**config.mk**
```make
export PLATFORM = sky130hd
export DESIGN_NAME = vrf_write_sink
export DESIGN_NICKNAME = d
export VERILOG_FILES = /design/src/rtl/vrf_write_pkg.sv /design/src/rtl/vrf_write_buffer.sv /design/src/rtl/vrf_write_sink.sv
export SDC_FILE = /design/constraint.sdc
export NUM_CORES = 1
export LEC_CHECK = 0
export BUFFER_PORTS_ARGS = -buffer_cell sky130_fd_sc_hd__buf_2
export CAP_MARGIN = 20
export CORE_UTILIZATION = 54
export DETAILED_ROUTE_END_ITERATION = 8
export PLACE_DENSITY_LB_ADDON = 0.05
export SYNTH_ARGS = -nofsm -noshare
export SYNTH_HDL_FRONTEND = slang
export SYNTH_SLANG_ARGS = --single-unit
export TNS_END_PERCENT = 20
```
**constraint.sdc**
```tcl
create_clock -name clock -period 5.49 [get_ports clock]
set_input_delay 1.098 -clock clock [delete_from_list [all_inputs] [get_ports clock]]
set_output_delay 1.098 -clock clock [all_outputs]
set_load 0.05 [all_outputs]
```
**src/rtl/vrf_write_pkg.sv**
```systemverilog
// Shared types for the VRF write sink: request record, field widths, bank address helper.
// Latency: n/a (types and a pure function only).
// Backpressure: n/a.
package vrf_write_pkg;

  localparam int VRF_DATA_W = 32;
  localparam int VRF_MASK_W = VRF_DATA_W / 8;
  localparam int VRF_VD_W   = 5;
  localparam int VRF_IDX_W  = 3;
  localparam int VRF_ADDR_W = VRF_VD_W + 1;

  // One buffered write request as it arrives from the lane.
  typedef struct packed {
    logic [VRF_VD_W-1:0]   vd;
    logic                  offset;
    logic [VRF_MASK_W-1:0] mask;
    logic [VRF_DATA_W-1:0] data;
    logic                  last;
    logic [VRF_IDX_W-1:0]  instructionIndex;
  } vrf_write_req_t;

  // Bank row address: register index in the upper bits, register half in bit 0.
  function automatic logic [VRF_ADDR_W-1:0] vrf_addr(input logic [VRF_VD_W-1:0] vd,
                                                     input logic offset);
    return {vd, offset};
  endfunction

endpackage

```
**src/rtl/vrf_write_buffer.sv**
```systemverilog
// Circular request buffer with every slot exposed for busy tracking and bypass lookup.
// Latency: an entry pushed on edge N appears at head/slots after edge N (registered, no fallthrough).
// Backpressure: full when every slot is valid; the caller must not push while full.
module vrf_write_buffer
  import vrf_write_pkg::*;
#(
  parameter int DEPTH = 2
) (
  input  logic                       clock,
  input  logic                       reset,
  input  logic                       push,
  input  vrf_write_req_t             push_dat,
  input  logic                       pop,
  output logic                       full,
  output logic                       head_vld,
  output vrf_write_req_t             head_dat,
  output logic [$clog2(DEPTH)-1:0]   head_ptr,
  output logic [DEPTH-1:0]           ent_vld,
  output vrf_write_req_t             ent_dat [DEPTH]
);

  localparam int PTR_W = $clog2(DEPTH);

  logic [PTR_W-1:0] wr_ptr_q, wr_ptr_d;
  logic [PTR_W-1:0] rd_ptr_q, rd_ptr_d;
  logic [DEPTH-1:0] vld_q, vld_d;
  vrf_write_req_t   mem_q [DEPTH];
  vrf_write_req_t   mem_d [DEPTH];

  // Pointer, valid-bit and payload next state; pointers wrap naturally since DEPTH is a power of two.
  always_comb begin
    wr_ptr_d = wr_ptr_q;
    rd_ptr_d = rd_ptr_q;
    vld_d    = vld_q;
    mem_d    = mem_q;
    if (pop) begin
      vld_d[rd_ptr_q] = 1'b0;
      rd_ptr_d        = rd_ptr_q + PTR_W'(1);
    end
    if (push) begin
      vld_d[wr_ptr_q] = 1'b1;
      mem_d[wr_ptr_q] = push_dat;
      wr_ptr_d        = wr_ptr_q + PTR_W'(1);
    end
  end

  // Control state; reset empties the buffer regardless of what was in flight.
  always_ff @(posedge clock or posedge reset) begin
    if (reset) begin
      wr_ptr_q <= '0;
      rd_ptr_q <= '0;
      vld_q    <= '0;
    end else begin
      wr_ptr_q <= wr_ptr_d;
      rd_ptr_q <= rd_ptr_d;
      vld_q    <= vld_d;
    end
  end

  // Payload storage; contents are always qualified by vld_q so they need no reset.
  always_ff @(posedge clock) begin
    mem_q <= mem_d;
  end

  assign full     = &vld_q;
  assign head_vld = vld_q[rd_ptr_q];
  assign head_dat = mem_q[rd_ptr_q];
  assign head_ptr = rd_ptr_q;
  assign ent_vld  = vld_q;
  assign ent_dat  = mem_q;

endmodule

```
**src/rtl/vrf_write_sink.sv**
```systemverilog
// VRF write sink: buffers lane writes, drives one bank write port, reports done/busy/commit count (opt. VRF_WRITE_BYPASS_EN).
// Latency: bank write earliest 1 cycle after accept; instWriteDone pulses 1 cycle after the last write retires.
// Backpressure: ready=0 while buffer full (registered state only); bank stalls hold the head write stable.
module vrf_write_sink
  import vrf_write_pkg::*;
#(
  parameter int DEPTH          = 2,
  parameter int DATA_WIDTH     = VRF_DATA_W,
  parameter int MASK_WIDTH     = DATA_WIDTH / 8,
  parameter int VD_WIDTH       = VRF_VD_W,
  parameter int INST_IDX_WIDTH = VRF_IDX_W
) (
  input  logic                         clock,
  input  logic                         reset,
  input  logic                         vrfWriteRequest_valid,
  output logic                         vrfWriteRequest_ready,
  input  logic [VD_WIDTH-1:0]          vrfWriteRequest_bits_vd,
  input  logic                         vrfWriteRequest_bits_offset,
  input  logic [MASK_WIDTH-1:0]        vrfWriteRequest_bits_mask,
  input  logic [DATA_WIDTH-1:0]        vrfWriteRequest_bits_data,
  input  logic                         vrfWriteRequest_bits_last,
  input  logic [INST_IDX_WIDTH-1:0]    vrfWriteRequest_bits_instructionIndex,
  output logic                         bankWrite_valid,
  input  logic                         bankWrite_ready,
  output logic [VD_WIDTH:0]            bankWrite_addr,
  output logic [MASK_WIDTH-1:0]        bankWrite_mask,
  output logic [DATA_WIDTH-1:0]        bankWrite_data,
  output logic [2**INST_IDX_WIDTH-1:0] instWriteDone,
  output logic [2**INST_IDX_WIDTH-1:0] instBusy,
  input  logic [VD_WIDTH:0]            readQuery_addr,
  output logic                         readQuery_hit,
  output logic [MASK_WIDTH-1:0]        readQuery_mask,
  output logic [DATA_WIDTH-1:0]        readQuery_data,
  output logic [15:0]                  commitCount
);

  // Width parameters exist for port documentation; the request record is sized by vrf_write_pkg
  // and the two must agree.
  localparam int PTR_W    = $clog2(DEPTH);
  localparam int NUM_INST = 2 ** INST_IDX_WIDTH;

  vrf_write_req_t   req_dat;
  vrf_write_req_t   head_dat;
  vrf_write_req_t   ent_dat [DEPTH];
  logic [DEPTH-1:0] ent_vld;
  logic [PTR_W-1:0] head_ptr;
  logic             full;
  logic             head_vld;
  logic             accept;
  logic             retire;

  logic [NUM_INST-1:0] done_q, done_d;
  logic [15:0]         commit_q, commit_d;

  assign req_dat = '{vd:               vrfWriteRequest_bits_vd,
                     offset:           vrfWriteRequest_bits_offset,
                     mask:             vrfWriteRequest_bits_mask,
                     data:             vrfWriteRequest_bits_data,
                     last:             vrfWriteRequest_bits_last,
                     instructionIndex: vrfWriteRequest_bits_instructionIndex};

  // Ready comes from buffer state only, so a retire in the full cycle does not open the door early.
  assign vrfWriteRequest_ready = ~full;
  assign accept                = vrfWriteRequest_valid & ~full;

  // Fully masked writes never touch the bank; they drain in one cycle but still count and complete.
  assign bankWrite_valid = head_vld & (|head_dat.mask);
  assign bankWrite_addr  = vrf_addr(head_dat.vd, head_dat.offset);
  assign bankWrite_mask  = head_dat.mask;
  assign bankWrite_data  = head_dat.data;
  assign retire          = head_vld & ((head_dat.mask == '0) | bankWrite_ready);

  vrf_write_buffer #(
    .DEPTH (DEPTH)
  ) u_buf (
    .clock    (clock),
    .reset    (reset),
    .push     (accept),
    .push_dat (req_dat),
    .pop      (retire),
    .full     (full),
    .head_vld (head_vld),
    .head_dat (head_dat),
    .head_ptr (head_ptr),
    .ent_vld  (ent_vld),
    .ent_dat  (ent_dat)
  );

  // Completion pulse and retire counter next state.
  always_comb begin
    done_d = '0;
    if (retire && head_dat.last) begin
      done_d[head_dat.instructionIndex] = 1'b1;
    end
    commit_d = commit_q + 16'(retire);
  end

  // Done pulse and counter registers; reset drops any pulse that was about to fire.
  always_ff @(posedge clock or posedge reset) begin
    if (reset) begin
      done_q   <= '0;
      commit_q <= '0;
    end else begin
      done_q   <= done_d;
      commit_q <= commit_d;
    end
  end

  assign instWriteDone = done_q;
  assign commitCount   = commit_q;

  // Busy bit per instruction slot owning at least one buffered entry.
  always_comb begin
    instBusy = '0;
    for (int e = 0; e < DEPTH; e++) begin
      if (ent_vld[e]) begin
        instBusy[ent_dat[e].instructionIndex] = 1'b1;
      end
    end
  end

`ifdef VRF_WRITE_BYPASS_EN
  logic [PTR_W-1:0] slot;

  // Scan oldest to youngest so the youngest matching entry wins.
  always_comb begin
    readQuery_hit  = 1'b0;
    readQuery_mask = '0;
    readQuery_data = '0;
    slot           = head_ptr;
    for (int k = 0; k < DEPTH; k++) begin
      slot = head_ptr + PTR_W'(k);
      if (ent_vld[slot] && (vrf_addr(ent_dat[slot].vd, ent_dat[slot].offset) == readQuery_addr)) begin
        readQuery_hit  = 1'b1;
        readQuery_mask = ent_dat[slot].mask;
        readQuery_data = ent_dat[slot].data;
      end
    end
  end
`else
  logic unused_bypass;

  // Lookup inputs and slot payloads are only consumed when the bypass is built.
  always_comb begin
    unused_bypass = ^{readQuery_addr, head_ptr};
    for (int k = 0; k < DEPTH; k++) begin
      unused_bypass = unused_bypass ^ (^ent_dat[k]);
    end
  end

  assign readQuery_hit  = 1'b0;
  assign readQuery_mask = '0;
  assign readQuery_data = '0;
`endif

endmodule

```
; Word-level counts from Yosys, hierarchy flattened
; Index checks and enable logic that the tools add are counted.
[op_classes]
n_addsub = 3
mul = 0
div = 0
magnitude_cmp = 13
n_eq_ne = 0
shift = 0
mux = 23
n_bitwise = 11
n_reduce_logical = 10
[ops]
columns = operator, n
row1 = $mux 46, 4
row2 = $bwmux 92, 1
row3 = $demux 46 s1, 1
row4 = $mux 8, 3
row5 = $add 16x1->16, 1
row6 = $lt 3x4->1 const B, 3
row7 = $demux 1 s3, 3
row8 = $ge 3x1->1 const B, 3
row9 = $or 8x8->8, 1
row10 = $logic_and 1x1->1, 7
row11 = $mux 1, 7
row12 = $ge 2x2->1 const B, 2
row13 = $logic_not 4->1, 1
row14 = $lt 1x2->1 const B, 2
row15 = $mux 2, 2
row16 = $not 1->2, 2
row17 = $reduce_or 4->1, 1
row18 = $and 1x1->1, 3
row19 = $add 1x1->1 const B, 2
row20 = $and 2x2->2, 1
row21 = $demux 1 s1, 2
row22 = $ge 1x1->1 const B, 2
row23 = $lt 2x1->1 const B, 1
row24 = $not 2->2, 1
row25 = 4 further kinds, 4
[word_totals]
register_bits = 120
latch_bits = 0
ramBits = 0
rom_bits = 0
out_inout_bits = 113
elab_cells = 77
mem_count = 0

; Depth between registers and ports, before layout
; Gate-level depths: netlist of run 1.
[logic_depth]
ltp_word = 10
mapped_depth = 10

; By module
; From an unflattened synthesis of run 1, not the netlist that was laid out.
[unflattened]
cells_unflattened = 303
hier_area_um2 = 5163.7
[by_module_without_submodules]
columns = module, instances, cells_each, area_each_um2, seq_area_each_um2
row1 = vrf_write_buffer, 1, 159, 3701.0, 2862.7
row2 = vrf_write_sink, 1, 144, 1462.7, 600.6

; Worst setup path after synthesis of run 1
; Ideal clock, no wire load.
[synth_path]
path_type = flip-flop to output port
from = reg u_buf.rd_ptr_q (netlist: u_buf.head_ptr)
to = out bankWrite_valid
arrival_time_ps = 2047
t_required_ps = 4392
slack_ps = 2345
stages_incl_launch_ff = 5
n_path_buf = 3
cell_sequence = dfrtp_1 -> buf_2 -> buf_2 -> buf_4 -> o32ai_1
[synth_between]
elab_chain_cells = 6
word_cells_on_any_way = 8
classes_between = mux: 5 / bitwise: 2 / reduce/logical: 1
[synth_lines]
columns = item, line_no
row1 = "start, declared", vrf_write_buffer.sv:25  ; logic [PTR_W-1:0] rd_ptr_q, rd_ptr_d;
row2 = "start signal, assigned", vrf_write_buffer.sv:55  ; rd_ptr_q <= rd_ptr_d;
row3 = $not 1->2 (implied by the code), vrf_write_buffer.sv:67  ; assign head_dat = mem_q[rd_ptr_q];
row4 = $mux 46 (implied by the code) (3 in series), vrf_write_buffer.sv:67
row5 = $reduce_or 4->1, vrf_write_sink.sv:67  ; assign bankWrite_valid = head_vld & (|head_dat.mask);
row6 = $and 1x1->1 (*), vrf_write_sink.sv:67
row7 = "end, declared", vrf_write_sink.sv:23  ; output logic bankWrite_valid,
; Mark *: on every way between the ends. The rest lies on a longest branch, timed or not. The select of a mux whose other input is x is not followed.

; Worst setup path in the final report of run 1
[layout_path]
from = reg u_buf.rd_ptr_q (netlist: u_buf.head_ptr)
to = out bankWrite_data[27]
[layout_between]
elab_chain_cells = 4
[layout_lines]
columns = item, line_no
row1 = $not 1->2 (implied by the code), vrf_write_buffer.sv:67
row2 = $mux 46 (implied by the code) (3 in series), vrf_write_buffer.sv:67
row3 = "end, declared", vrf_write_sink.sv:27  ; output logic [DATA_WIDTH-1:0] bankWrite_data,
; No other way between the ends. The select of a mux whose other input is x is not followed.

==> results of run 1 <==
-- per-layer routing --
metal	wire, um	up-vias	GRT usage	share of wire
met5	0	-	0	0
met4	58	0	0.0677	0.0065
met3	615	5	0.0652	0.069
met2	4690	113	0.329	0.53
met1	3540	1412	0.216	0.40
li1	-	1392	-	-
-- state kept, by name, indices dropped and copies added, names as in the netlist --
signal          cells
u_buf.ent_vld       2
u_buf.head_ptr      1
instWriteDone       8
u_buf.ent_dat      92
commitCount        16
u_buf.wr_ptr_q      1
-- cells in the final DEF (no fill, tap or decap), types with 2 or more instances in the layout --
cell                         Yosys  routed
sky130_fd_sc_hd__xnor2_1         8       8
sky130_fd_sc_hd__nand2_1        10      10
sky130_fd_sc_hd__and3b_1         5       4
sky130_fd_sc_hd__conb_1          1      37
sky130_fd_sc_hd__a21o_1          2       2
sky130_fd_sc_hd__nor3_1          2       2
sky130_fd_sc_hd__nor4_2          3       3
sky130_fd_sc_hd__clkinvlp_4      0       3
sky130_fd_sc_hd__nand4_1         2       2
sky130_fd_sc_hd__nor2_1          2       2
sky130_fd_sc_hd__ha_1            2       2
sky130_fd_sc_hd__buf_4          38       3
sky130_fd_sc_hd__xor2_1          7       7
sky130_fd_sc_hd__o32ai_1         3       3
sky130_fd_sc_hd__inv_6           0       2
sky130_fd_sc_hd__o211ai_1        2       2
sky130_fd_sc_hd__inv_1           4       4
sky130_fd_sc_hd__clkbuf_16       0      16
sky130_fd_sc_hd__a21oi_1         8       8
sky130_fd_sc_hd__o21ai_1         5       5
sky130_fd_sc_hd__clkinv_4        0       4
sky130_fd_sc_hd__nor3b_1         3       3
sky130_fd_sc_hd__buf_2           6     125
sky130_fd_sc_hd__nor4_4          2       2
sky130_fd_sc_hd__o22ai_1        11      11
sky130_fd_sc_hd__edfxtp_1       92      92
sky130_fd_sc_hd__mux2_1          8       8
sky130_fd_sc_hd__nand4_4         2       2
sky130_fd_sc_hd__bufinv_16       0       4
sky130_fd_sc_hd__and3_1          3       2
sky130_fd_sc_hd__mux2_2         34      34
sky130_fd_sc_hd__nand2b_1        6       6
sky130_fd_sc_hd__dfrtp_1        28      27
sky130_fd_sc_hd__and3_2          1       2
sky130_fd_sc_hd__nand3_1         4       4
-- area by class of cell --
class / count / area [um^2] / area share
flip-flops and latches: 120 / 3460 / 0.550
multi-input cells: 181 / 1390 / 0.221
repair buffers: 129 / 676 / 0.107
clock buffers: 17 / 414 / 0.0658
clock inverters: 14 / 200 / 0.0318
well taps: 108 / 135 / 0.0215
inverters: 4 / 15.0 / 0.00238
-- where the power goes --
part	total (mW)	leakage, nW	switching, mW	internal, mW
Clock	1.13	0.291	0.389	0.738
Combinational	1.37	1.17	1.02	0.349
Sequential	1.34	1.22	0.132	1.21
Total	3.84	2.68	1.54	2.29
-- path summary, 6_finish.rpt --
kind	start	endpoint	slack [ps]	cells past startpoint
setup reg to reg	u_buf.head_ptr	commitCount[14]	2770	8
min in group asynchronous	reset	commitCount[13]	620	2
hold / removal	commitCount[15]	commitCount[15]	460	1
hold reg to reg	commitCount[15]	commitCount[15]	460	1
setup / recovery	u_buf.head_ptr	bankWrite_data[27]	2070	3
max in group asynchronous	reset	u_buf.head_ptr	4390	3
-- stage by stage --
stage | cell area (um^2) | power [mW] | util | cells | setup slack, ps
floorplan | 5190 | 2.46 | - | 351 | 2350
global placement | 5660 | 2.72 | 0.636 | 541 | 2530
detailed placement | 5660 | 2.74 | 0.636 | 541 | 2540
CTS | 6270 | 3.88 | 0.705 | 572 | 2000
global route | 6300 | 3.99 | 0.708 | 573 | 1920
finish | 6300 | 3.84 | 0.708 | 573 | 2070
-- cells by family (layout without fill, tap and decap cells) --
kind of cell / count (synthesis) / count (layout) / share of synthesized area
multiplexers: 42 / 42 / 0.0935
flip-flops: 120 / 120 / 0.685
adder cells (fa/ha/maj): 2 / 2 / 0.00495
AO/OA/AOI/OAI: 32 / 32 / 0.0393
other: 1 / 37 / 0.000742
buffers and inverters: 50 / 164 / 0.0668
XOR/XNOR: 15 / 15 / 0.0260
AND/OR/NAND/NOR: 53 / 53 / 0.0836
==> results summary, run 1 <==
The number of clock sinks came out at between 100 and 150. The starting density of the core came out at 0.569. Pin placement for this block handled 169 I/O pins. The fill cell instance count of the final layout came out at roughly 630. The remaining global-route overflow is 0. Of the synthesized area, sequential elements account for 0.685. TritonCTS built the clock tree.

The warning count from the yosys run is 0. The average cell area after synthesis is 16.1 um^2. The largest total area in the synthesized netlist belongs to sky130_fd_sc_hd__edfxtp_1. Sorting the synthesized cells by area gives the leading types as sky130_fd_sc_hd__edfxtp_1 55%, sky130_fd_sc_hd__dfrtp_1 14%, sky130_fd_sc_hd__mux2_2 7.6%, sky130_fd_sc_hd__buf_4 5.6%, sky130_fd_sc_hd__mux2_1 1.8%. In this run the tool buffered the top-level ports with roughly 130 buffer cells.

The final route contains ~3000 vias. The peak clock frequency supported by timing is 293 MHz. The combined buffer and inverter count along the critical path came out at 2. The total CTS buffers is 17. The number of enable flip-flop cells after synthesis is 92. The wire length per cell is 15.5 um. The worst setup path is captured at a primary output. The critical path is of the flop to primary output type. Entering global routing, the biggest net connects 48 pins.

The chip width came out at 98.8 um. The largest individual stage delay along the critical path comes from the cell sky130_fd_sc_hd__dfrtp_2. The count of pins over their slew limit came to 0.

The residual antenna-violating net count after detailed routing is 0. Of the available clock period, the critical path in the final layout requires 0.622. The number of unique standard cell types used by synthesis came out at 40. For this design the static power due to leakage is 2.68 nW. The worst setup path is launched from a flop.

The cell family contributing the most delay on the critical path is flip-flops. The source-to-sink clock delay at the later pin of the worst-skew pair is ~500 ps. The worst hold slack came out at 458 ps. The run finished with clean final reports. The count of nets after finishing is approximately 510.

The most used flip-flop cell after synthesis is sky130_fd_sc_hd__edfxtp_1. At the worst endpoint, the required time is ~4400 ps. The area added between synthesis and finish is 24.5%. The count of state elements after synthesis came out at between 100 and 150.

The wire-length estimate of the detail-placed layout is slightly below 6 mm. The violation count after the first detailed-route iteration came out at 126. The share of synthesized area in the top cell type comes to 0.546. The buffer type at the clock tree root is sky130_fd_sc_hd__clkbuf_8. The number of antenna diodes is 0.

The number of endpoints with negative hold slack in the final report is 0. The H-tree depth came out at 4. At the pin with the least slew margin, the transition time is between 600 and 700 ps. The biggest cell delay along the critical path came out at 770 ps. The count of endpoints failing setup in the final report is 0. The number of gates given a new drive strength after cts came out at 0.

The number of violations of the max-capacitance limit came out at 0. The total iterations of the first detailed-routing run is 4. The highest ir drop seen on vdd came out at roughly 0.00032 V. The power density relative to cell area is around 610 nW/um^2. The number of setup buffers added after CTS came out at 0. The critical path goes through buf_4, mux2_2, buf_2.

After detailed routing, the number of remaining DRC violations is 0. The cell count after synthesis is 315. The floorplan has 34 rows. The detailed-route vias per instance is slightly above 5.

The time the worst path needs with I/O delays and setup is roughly 3400 ps. The via count of the first global-routing pass came out at between 2000 and 3000. Summing every instance area after synthesis gives between 5000 and 6000 um^2. Setup repair after global routing left no endpoint under its margin. The min-delay analysis places its worst path in the category flop to flop. The initial antenna violation count is 0. For this block, the routed nets add up to 8.90 mm of wire.

The library cell with the highest instance count after synthesis is sky130_fd_sc_hd__edfxtp_1. STA puts the critical path data arrival time at between 2000 and 2500 ps. The weighted congestion at the end of routability-driven global placement is 0.714. Counting instances in the post-synthesis netlist gives the leading cell types as 92 x sky130_fd_sc_hd__edfxtp_1, 38 x sky130_fd_sc_hd__buf_4, 34 x sky130_fd_sc_hd__mux2_2. The number of hold buffers added after CTS is 0. Of the cells placed in the final design, the portion with a size suffix greater than 1 is 0.454. The total negative setup slack came out at 0 ps. The wire length of the first global-routing pass came out at 13.9 mm. In this run the vertical extent of the chip is 98.8 um. Counting flops with an async set or reset pin after synthesis yields a share of 0.233. The register clock-pin slew on the reported worst setup and hold paths is 60 ps. The final worst clock skew came out at 11.6 ps. For this run, the total global-route usage over all layers was measured as 0.189. The total die area is between 9000 and 10000 um^2. The largest fanout of any net on the critical path came out at 33. The core area came out at 8890 um^2. The worst slew margin relative to its limit is 0.573. The number of buffers on the longest clock path came out at 2.
Note: power is estimated with default switching activity, not from simulation.
==> inputs of run 2 (changes only) <==
--- a/config.mk
+++ b/config.mk
@@ -7,7 +7,7 @@
 export LEC_CHECK = 0
 export BUFFER_PORTS_ARGS = -buffer_cell sky130_fd_sc_hd__buf_2
 export CAP_MARGIN = 20
-export CORE_UTILIZATION = 54
+export CORE_UTILIZATION = 45
 export DETAILED_ROUTE_END_ITERATION = 8
 export PLACE_DENSITY_LB_ADDON = 0.05
 export SYNTH_ARGS = -nofsm -noshare
==> constraint.sdc (replaced) <==
create_clock -name clock -period 2.79 [get_ports clock]
set_input_delay 0.558 -clock clock [delete_from_list [all_inputs] [get_ports clock]]
set_output_delay 0.558 -clock clock [all_outputs]
set_load 0.05 [all_outputs]
==> run 2 against run 1 <==
Against the previous run:
- via count is 0.89% lower
- clock power rose by 81%
- die area grew 20%
- setup slack got worse by 1700 ps
- sequential power rose by 91%
- largest cell class unchanged
==> results summary, run 2 (synthesis gave the netlist of run 1 again) <==
Detailed placement finished with a half-perimeter wire length of between 5 and 6 mm. After routing the design area is between 6000 and 7000 um^2. The fill cell instance count of the final layout is between 900 and 1000. The final worst clock skew is about 7.2 ps. The multi-input combinational cell area came out at around 1400 um^2. The number of violations of the max-capacitance limit is 0. The congestion estimate from routability-driven global placement came to 0.716.

The arrival time of the worst setup path is between 1500 and 2000 ps. The number of clock sinks is 120. The number of buffers on the longest clock path came out at 2.

The endpoint kind of the worst setup timing path is a primary output. Using the TritonRoute via totals, the vias-per-cell ratio works out to approximately 4.8. The count of pins over their slew limit is 0. The library cells used most frequently in the layout, excluding fill and tap cells, are 125 x sky130_fd_sc_hd__buf_2, 92 x sky130_fd_sc_hd__edfxtp_1, 37 x sky130_fd_sc_hd__conb_1, 34 x sky130_fd_sc_hd__mux2_2, 27 x sky130_fd_sc_hd__dfrtp_1. Hold repair after CTS inserted 0 buffers. The initial antenna violation count came out at 0. The combined buffer and inverter count along the critical path is 2. By startpoint and endpoint, the worst setup path is classified as flop to primary output.

The largest fanout of any net on the critical path came out at just under 60. The floorplan step set the die height to 108 um. The register clock-pin slew on the reported worst setup and hold paths came out at 60 ps. The number of gates given a new drive strength after cts is 0. The number of cell instances on the worst register-to-register path is 8. The H-tree depth came out at 4. The wire length of the first global-routing pass is 13.8 mm. The final layout contains routed wiring with a total length of about 9 mm. The overall via count from detail_route is around 2900. The slack of the critical path came out at 376 ps. On the critical path, the stage with the largest delay is an instance of sky130_fd_sc_hd__dfrtp_2. The analysis attributes to cell leakage a power of 2.67 nW. The sequential cell area came out at between 3000 and 4000 um^2.

The kind of cell with the highest combined delay along the critical path is buffers and inverters. TritonCTS built the clock tree. CTS placed an instance of sky130_fd_sc_hd__clkbuf_8 at the clock tree root. For the pin with the worst max-slew slack, the measured transition is 683 ps. The number of core rows is 38. The number of DRC violations after detailed routing is 0.

The count of endpoints failing setup in the final report came out at 0. The source-to-sink clock delay at the later pin of the worst-skew pair came out at between 500 and 600 ps. Counting the buffers created by CTS gives 17. The number of setup buffers added after CTS is 0.

Prior to clock tree synthesis, the placed netlist has a worst setup slack of slightly below 400 ps. Measured along the x axis, the die boundary spans 108 um. For this configuration, the core starts out at a cell density of 0.464. VDD sags by at most between 0.0004 and 0.0005 V. The flow ran to the end, and the final reports show no timing, DRC or antenna violations.

The boundary pin count came out at around 170. The reg-to-reg endpoint is commitCount[14]. The number of I/O port buffers is 125. The count of nets after finishing is ~510.

The final critical-path share of the clock period is 0.865. The fraction of layout instances using a drive strength above 1 came out at 0.456. The remaining global-route overflow is 0. After layout, the design draws a total of about 7.4 mW. In this run the standard cell core region covers ~11000 um^2. The total die area came out at 11700 um^2.

The worst setup path is launched from a flop. The worst register-to-register path has a setup slack of approximately 400 ps. The area added between synthesis and finish came out at 24.7%.

The power density relative to cell area came out at 1180 nW/um^2. The time the worst path needs with I/O delays and setup is between 2000 and 2500 ps. Entering global routing, the biggest net connects 60 pins.

The number of antenna diodes in the final layout is 0. The worst pin sits at a relative slew slack of 0.545. The total negative setup slack came out at 0 ps.

The biggest cell delay along the critical path is ~420 ps. After detailed placement, the total cell area comes to approximately 5700 um^2. The residual antenna-violating net count after detailed routing came out at 0. Traced cell by cell, the critical path runs through buf_12, o32ai_1, buf_2.

The violation count after the first detailed-route iteration is between 100 and 150. The path class of the tightest hold or removal check is input pin to asynchronous set/reset pin. The number of flip-flops in the largest register is ~90. The startpoint of the most critical register-to-register path is u_buf.ent_dat[82].

The pre-antenna-repair detailed-routing pass consisted of 4 iterations. The peak clock frequency supported by timing is 414 MHz. The required time of the critical path came out at approximately 2200 ps. The number of endpoints with negative hold slack in the final report came out at 0. Leaving out fill and tap cells, the most frequent cell in the layout is sky130_fd_sc_hd__buf_2. Across every metal layer, demand over resource in global routing totals 0.163.

Setup repair after global routing left no endpoint under its margin. Dividing the detail-routed wire length by the instance count gives 14.5 um. The core utilization of the finished layout is 0.579. The via count of the first global-routing pass came out at a little under 3000.
-- run 2: cell count changes in the layout (fill, tap and decap cells not counted), sizes merged --
cell      change
clkinv        +2
clkinvlp      +1
buf           +1
bufinv        -2
-- run 2: through the flow --
step	hold slack, ps	cells
3_5_place_dp	473	575
3_3_place_gp	459	575
4_1_cts	92.5	607
6_report	107	607
5_1_grt	137	607
2_1_floorplan	451	351
-- run 2: layout make-up --
| class | instances | share of cell area |
|---|---|---|
| clock buffers | 17 | 0.0657 |
| clock inverters | 15 | 0.0244 |
| inverters | 4 | 0.00238 |
| multi-input cells | 181 | 0.221 |
| flip-flops and latches | 120 | 0.550 |
| well taps | 140 | 0.0278 |
| repair buffers | 130 | 0.109 |
-- run 2: worst max-delay path by stage --
| stage | from | endpoint | slack (ps) | cells after the start |
|---|---|---|---|---|
| floorplan | u_buf.head_ptr | bankWrite_valid | 190 | 4 |
| global placement | u_buf.ent_dat[82] | commitCount[14] | 450 | 8 |
| detailed placement | u_buf.ent_dat[82] | commitCount[14] | 390 | 8 |
| CTS | u_buf.head_ptr | bankWrite_valid | 350 | 3 |
| global route | u_buf.ent_dat[82] | commitCount[14] | 180 | 8 |
| finish | u_buf.head_ptr | bankWrite_valid | 380 | 3 |
-- run 2: layer usage --
| metal | share of wire | GRT usage | wire (um) |
|---|---|---|---|
| met5 | 0 | 0 | 0 |
| met4 | 0.015 | 0.0734 | 134 |
| met3 | 0.079 | 0.0705 | 696 |
| met2 | 0.50 | 0.272 | 4420 |
| met1 | 0.40 | 0.179 | 3540 |
-- run 2: tightest hold or removal path: cells and delay by family --
family	cells	cell delay, ps
buffers and inverters	3	450
-- run 2: power breakdown --
| group | leakage [nW] | switching [mW] | internal (mW) |
|---|---|---|---|
| sequential | 1.22 | 0.183 | 2.37 |
| clock | 0.270 | 0.775 | 1.27 |
| combinational | 1.17 | 2.09 | 0.721 |
| total | 2.67 | 3.04 | 4.36 |
==> inputs of run 3 (changes only) <==
--- a/config.mk
+++ b/config.mk
@@ -7,10 +7,12 @@
 export LEC_CHECK = 0
 export BUFFER_PORTS_ARGS = -buffer_cell sky130_fd_sc_hd__buf_2
 export CAP_MARGIN = 20
-export CORE_UTILIZATION = 45
+export CORE_UTILIZATION = 46
 export DETAILED_ROUTE_END_ITERATION = 8
+export GPL_TIMING_DRIVEN = 0
 export PLACE_DENSITY_LB_ADDON = 0.05
 export SYNTH_ARGS = -nofsm -noshare
 export SYNTH_HDL_FRONTEND = slang
+export SYNTH_HIERARCHICAL = 1
 export SYNTH_SLANG_ARGS = --single-unit
 export TNS_END_PERCENT = 20
==> run 3 against run 2 <==
Against the previous run:
- setup slack worse by 300 ps
- count of clock-buffer cells in the layout stayed put
- flip-flop and latch count is the same
- non-clock buffer count is 42 higher
- die area hardly changed
- core utilization grew 5.1 points
- global-route usage is 0.51 points higher
- clock power increased by 15%
- largest power group unchanged
==> results summary, run 3 <==
Clock tree synthesis selected as its root buffer the cell sky130_fd_sc_hd__clkbuf_8. Among all cell types in the netlist, the one instantiated most often is sky130_fd_sc_hd__edfxtp_1. The via count of the first global-routing pass came to roughly 2900.

Counting stages on the worst path, the most repeated cell is sky130_fd_sc_hd__buf_6. In this run the critical register-to-register path is captured at commitCount[10]. The floorplan has 38 rows. The register area share after synthesis came out at 0.671. Setup repair after global routing could not meet its margin everywhere.

The worst hold path terminates at u_buf/ent_dat[41]. The number of enable flip-flop cells after synthesis is 92. The required time of the critical path came out at roughly 2200 ps. Ranked by instance count, the synthesized netlist is headed by 92 x sky130_fd_sc_hd__edfxtp_1, 47 x sky130_fd_sc_hd__mux2_4, 37 x sky130_fd_sc_hd__buf_4.

The non-filler instance count after layout is roughly 640. The worst slew margin relative to its limit came out at 0.408. The wire length of the first global-routing pass is around 14 mm.

Yosys printed 6 warnings. The library cell used most frequently in the layout, excluding fill and tap cells, is sky130_fd_sc_hd__buf_2. The synthesized design spends more area on one cell type than any other, namely sky130_fd_sc_hd__edfxtp_1. The post-route total power is between 8 and 9 mW. The number of clock buffers added by TritonCTS is 17. The HPWL after detailed placement is 6.47 mm. The count of endpoints failing setup in the final report came out at 0. The family with the most delay on the worst path is simple AND/OR/NAND/NOR gates. The final worst clock skew is 6.90 ps. The post-synthesis cell area came out at about 5200 um^2. The number of clock sinks is 120. The overall via count from detail_route came out at slightly below 3000. The TritonCTS clock tree is done. The die covers 11700 um^2. The boundary pin count is about 170. For the pin with the worst max-slew slack, the measured transition is 887 ps. The H-tree depth came out at 4.

The starting density of the core is 0.474. For this run, the top clock speed supported by timing is around 370 MHz. The static power due to leakage is 3.09 nW. Data on the critical path arrives at its endpoint at between 2000 and 2500 ps. The fraction of layout instances using a drive strength above 1 is 0.523. The power density relative to cell area came out at 1220 nW/um^2. Across every metal layer, demand over resource in global routing totals 0.168. The region available for standard cell placement spans between 10000 and 15000 um^2. The count of cells along the worst hold path is 1. STA classifies the critical path endpoint as a primary output.

The largest fanout of any net on the critical path is 10. For this design the total switching power over the nets is between 3 and 4 mW. The wire length per cell is between 10 and 15 um.

Of the total power, the share spent switching nets is 0.387. After synthesis, the share of flip-flops with an asynchronous set or reset is 0.233. The part of the total power dissipated in combinational logic came out at 0.412. The flow ran to the end, and the final reports show no timing, DRC or antenna violations. The tool flagged a number of max-cap violations equal to 0. The number of different library cells used by synthesis comes to 34. The detailed-route vias per instance is between 4 and 5. The number of endpoints with negative hold slack in the final report was 0. The die is 108 um tall.

The combined buffer and inverter count along the critical path came out at 3. The time the worst path needs with I/O delays and setup came out at ~2700 ps. In this run the tool buffered the top-level ports with between 100 and 150 buffer cells.

The final critical-path share of the clock period came out at 0.973. Prior to clock tree synthesis, the placed netlist has a worst setup slack of -448 ps. In this run the worst hold path is classified as input pin to flop. Clock-pin slew was measured on the worst setup and hold paths at roughly 50 ps. The routed design has approximately 9 mm of wire. The average cell area after synthesis is ~17 um^2. The initial antenna violation count is 0. The count of nets after finishing came out at 544. After detailed routing, the number of remaining DRC violations is 0. The violation count after the first detailed-route iteration is around 110.

The highest ir drop seen on vdd came out at 0.000642 V. The number of cell instances on the worst register-to-register path is 11. The count of pins over their slew limit is 0. The total negative setup slack came out at 0 ps. The residual antenna-violating net count after detailed routing is 0. The area share of the leading cell type in the synthesized netlist is 0.535. The source-to-sink clock delay at the later pin of the worst-skew pair came out at between 400 and 500 ps. The slack of the critical path came out at 76.3 ps. The cell count after placement came out at 606.

The cell count after synthesis is about 300. The number of antenna diodes in the final layout is 0. At the end of routability-driven placement, the weighted congestion stood at around 0.78.

The internal portion of the total power is 5.11 mW. The die is roughly 110 um wide. In the layout the commonest cells are 124 x sky130_fd_sc_hd__buf_2, 92 x sky130_fd_sc_hd__edfxtp_1, 47 x sky130_fd_sc_hd__mux2_4, 38 x sky130_fd_sc_hd__buf_4, 37 x sky130_fd_sc_hd__conb_1. Ranked by total cell area, the synthesized netlist is headed by sky130_fd_sc_hd__edfxtp_1 54%, sky130_fd_sc_hd__mux2_4 14%, sky130_fd_sc_hd__dfrtp_1 14%, sky130_fd_sc_hd__buf_4 5.4%, sky130_fd_sc_hd__xnor2_1 1.5%.

The part of the power in the clock network is 0.281. The critical-path cell with the highest stage delay is sky130_fd_sc_hd__dfrtp_1. The count of state elements after synthesis is between 100 and 150.

In this run the deepest clock path goes through 2 buffers. The area added between synthesis and finish is 32.9%. Of the total power, registers draw 0.306. The critical path is of the flop to primary output type. The register with the most flip-flops in the layout has 92 of them. The worst hold path begins at vrfWriteRequest_bits_vd[0].

The slack of the worst reg-to-reg path is ~150 ps. The total iterations of the first detailed-routing run came out at 4. The pin count of the biggest net entering global routing is 33. For this run, the leading register cell type out of synthesis is sky130_fd_sc_hd__edfxtp_1. The startpoint of the most critical register-to-register path is u_buf/head_ptr.

The fill cell instance count of the final layout is ~870. The signal on the critical path passes through buf_6, buf_12, mux2_4, nor4_4, nor2b_1, buf_6. The remaining global-route overflow came out at 0.

The biggest cell delay along the critical path came out at 380 ps. The startpoint type of the worst setup path is a flop.
==> run 3: worst max path at each step <==
| stage | start | end | slack (ps) | cells after the start |
|---|---|---|---|---|
| floorplan | u_buf/head_ptr | commitCount[14] | -30 | 12 |
| global placement | vrfWriteRequest_valid | u_buf/ent_dat[77] | -630 | 3 |
| detailed placement | u_buf/head_ptr | commitCount[14] | -450 | 12 |
| CTS | u_buf/head_ptr | commitCount[10] | 2 | 11 |
| global route | u_buf/head_ptr | commitCount[15] | -20 | 10 |
| finish | u_buf/head_ptr | bankWrite_valid | 80 | 6 |
==> run 3: routing by layer <==
layer / vias up / GRT usage / share of wire
met3: 5 / 0.0735 / 0.083
li1: 1417 / - / -
met4: 0 / 0.0675 / 0.0072
met5: - / 0 / 0
met1: 1384 / 0.189 / 0.40
met2: 113 / 0.278 / 0.51
==> run 3: through the flow <==
step	instance area (um^2)	hold slack, ps	util
global route	6860	214	0.630
floorplan	5300	324	-
finish	6860	250	0.630
global placement	6100	450	0.560
CTS	6820	218	0.627
detailed placement	6150	474	0.565
==> run 3: layout make-up <==
type	count	area [um^2]	area share
tap	140	175	0.0255
timing repair buffer	129	689	0.100
multi-input combinational	168	1500	0.219
clock inverter	15	231	0.0337
clock buffer	17	414	0.0604
sequential	120	3460	0.505
inverter	7	26.3	0.00383
buffer	43	358	0.0522
==> run 3: power by group through the flow <==
stage	logic (mW)	clock network [mW]	registers (mW)
floorplan	2.56	0	2.72
global placement	3.31	0	2.59
detailed placement	3.38	0	2.58
CTS	3.42	2.40	2.56
global route	3.62	2.47	2.59
finish	3.44	2.34	2.55
==> run 3: logic make-up after synthesis <==
family	Yosys count	synth area share
compound gates	12	0.0160
buf+inv	51	0.0727
simple gates	54	0.0712
other cells	1	0.000726
xor+xnor	16	0.0271
flops	120	0.671
mux	47	0.137
fa+ha+maj	2	0.00485
==> run 3: worst reg2reg max path, stage by stage, from the launching register on <==
cell                      delay (ps)
sky130_fd_sc_hd__dfrtp_1         380
sky130_fd_sc_hd__buf_6           140
sky130_fd_sc_hd__buf_12          150
sky130_fd_sc_hd__mux2_4          320
sky130_fd_sc_hd__nor4_4          380
sky130_fd_sc_hd__o21ai_1         210
sky130_fd_sc_hd__inv_2           140
sky130_fd_sc_hd__ha_4            190
sky130_fd_sc_hd__ha_4            190
sky130_fd_sc_hd__inv_1            50
sky130_fd_sc_hd__nor3_1          220
sky130_fd_sc_hd__xor2_1          170
==> run 3: timing repair <==
| action | CTS | global route |
|---|---|---|
| buffers inserted | 0 | 1 |
| hold endpoints to repair | 4 | 0 |
| resized for setup | 4 | 8 |
| hold buffers | 1 | 0 |
| pin swaps | 0 | 1 |
| endpoints found under the setup margin | 10 | 10 |
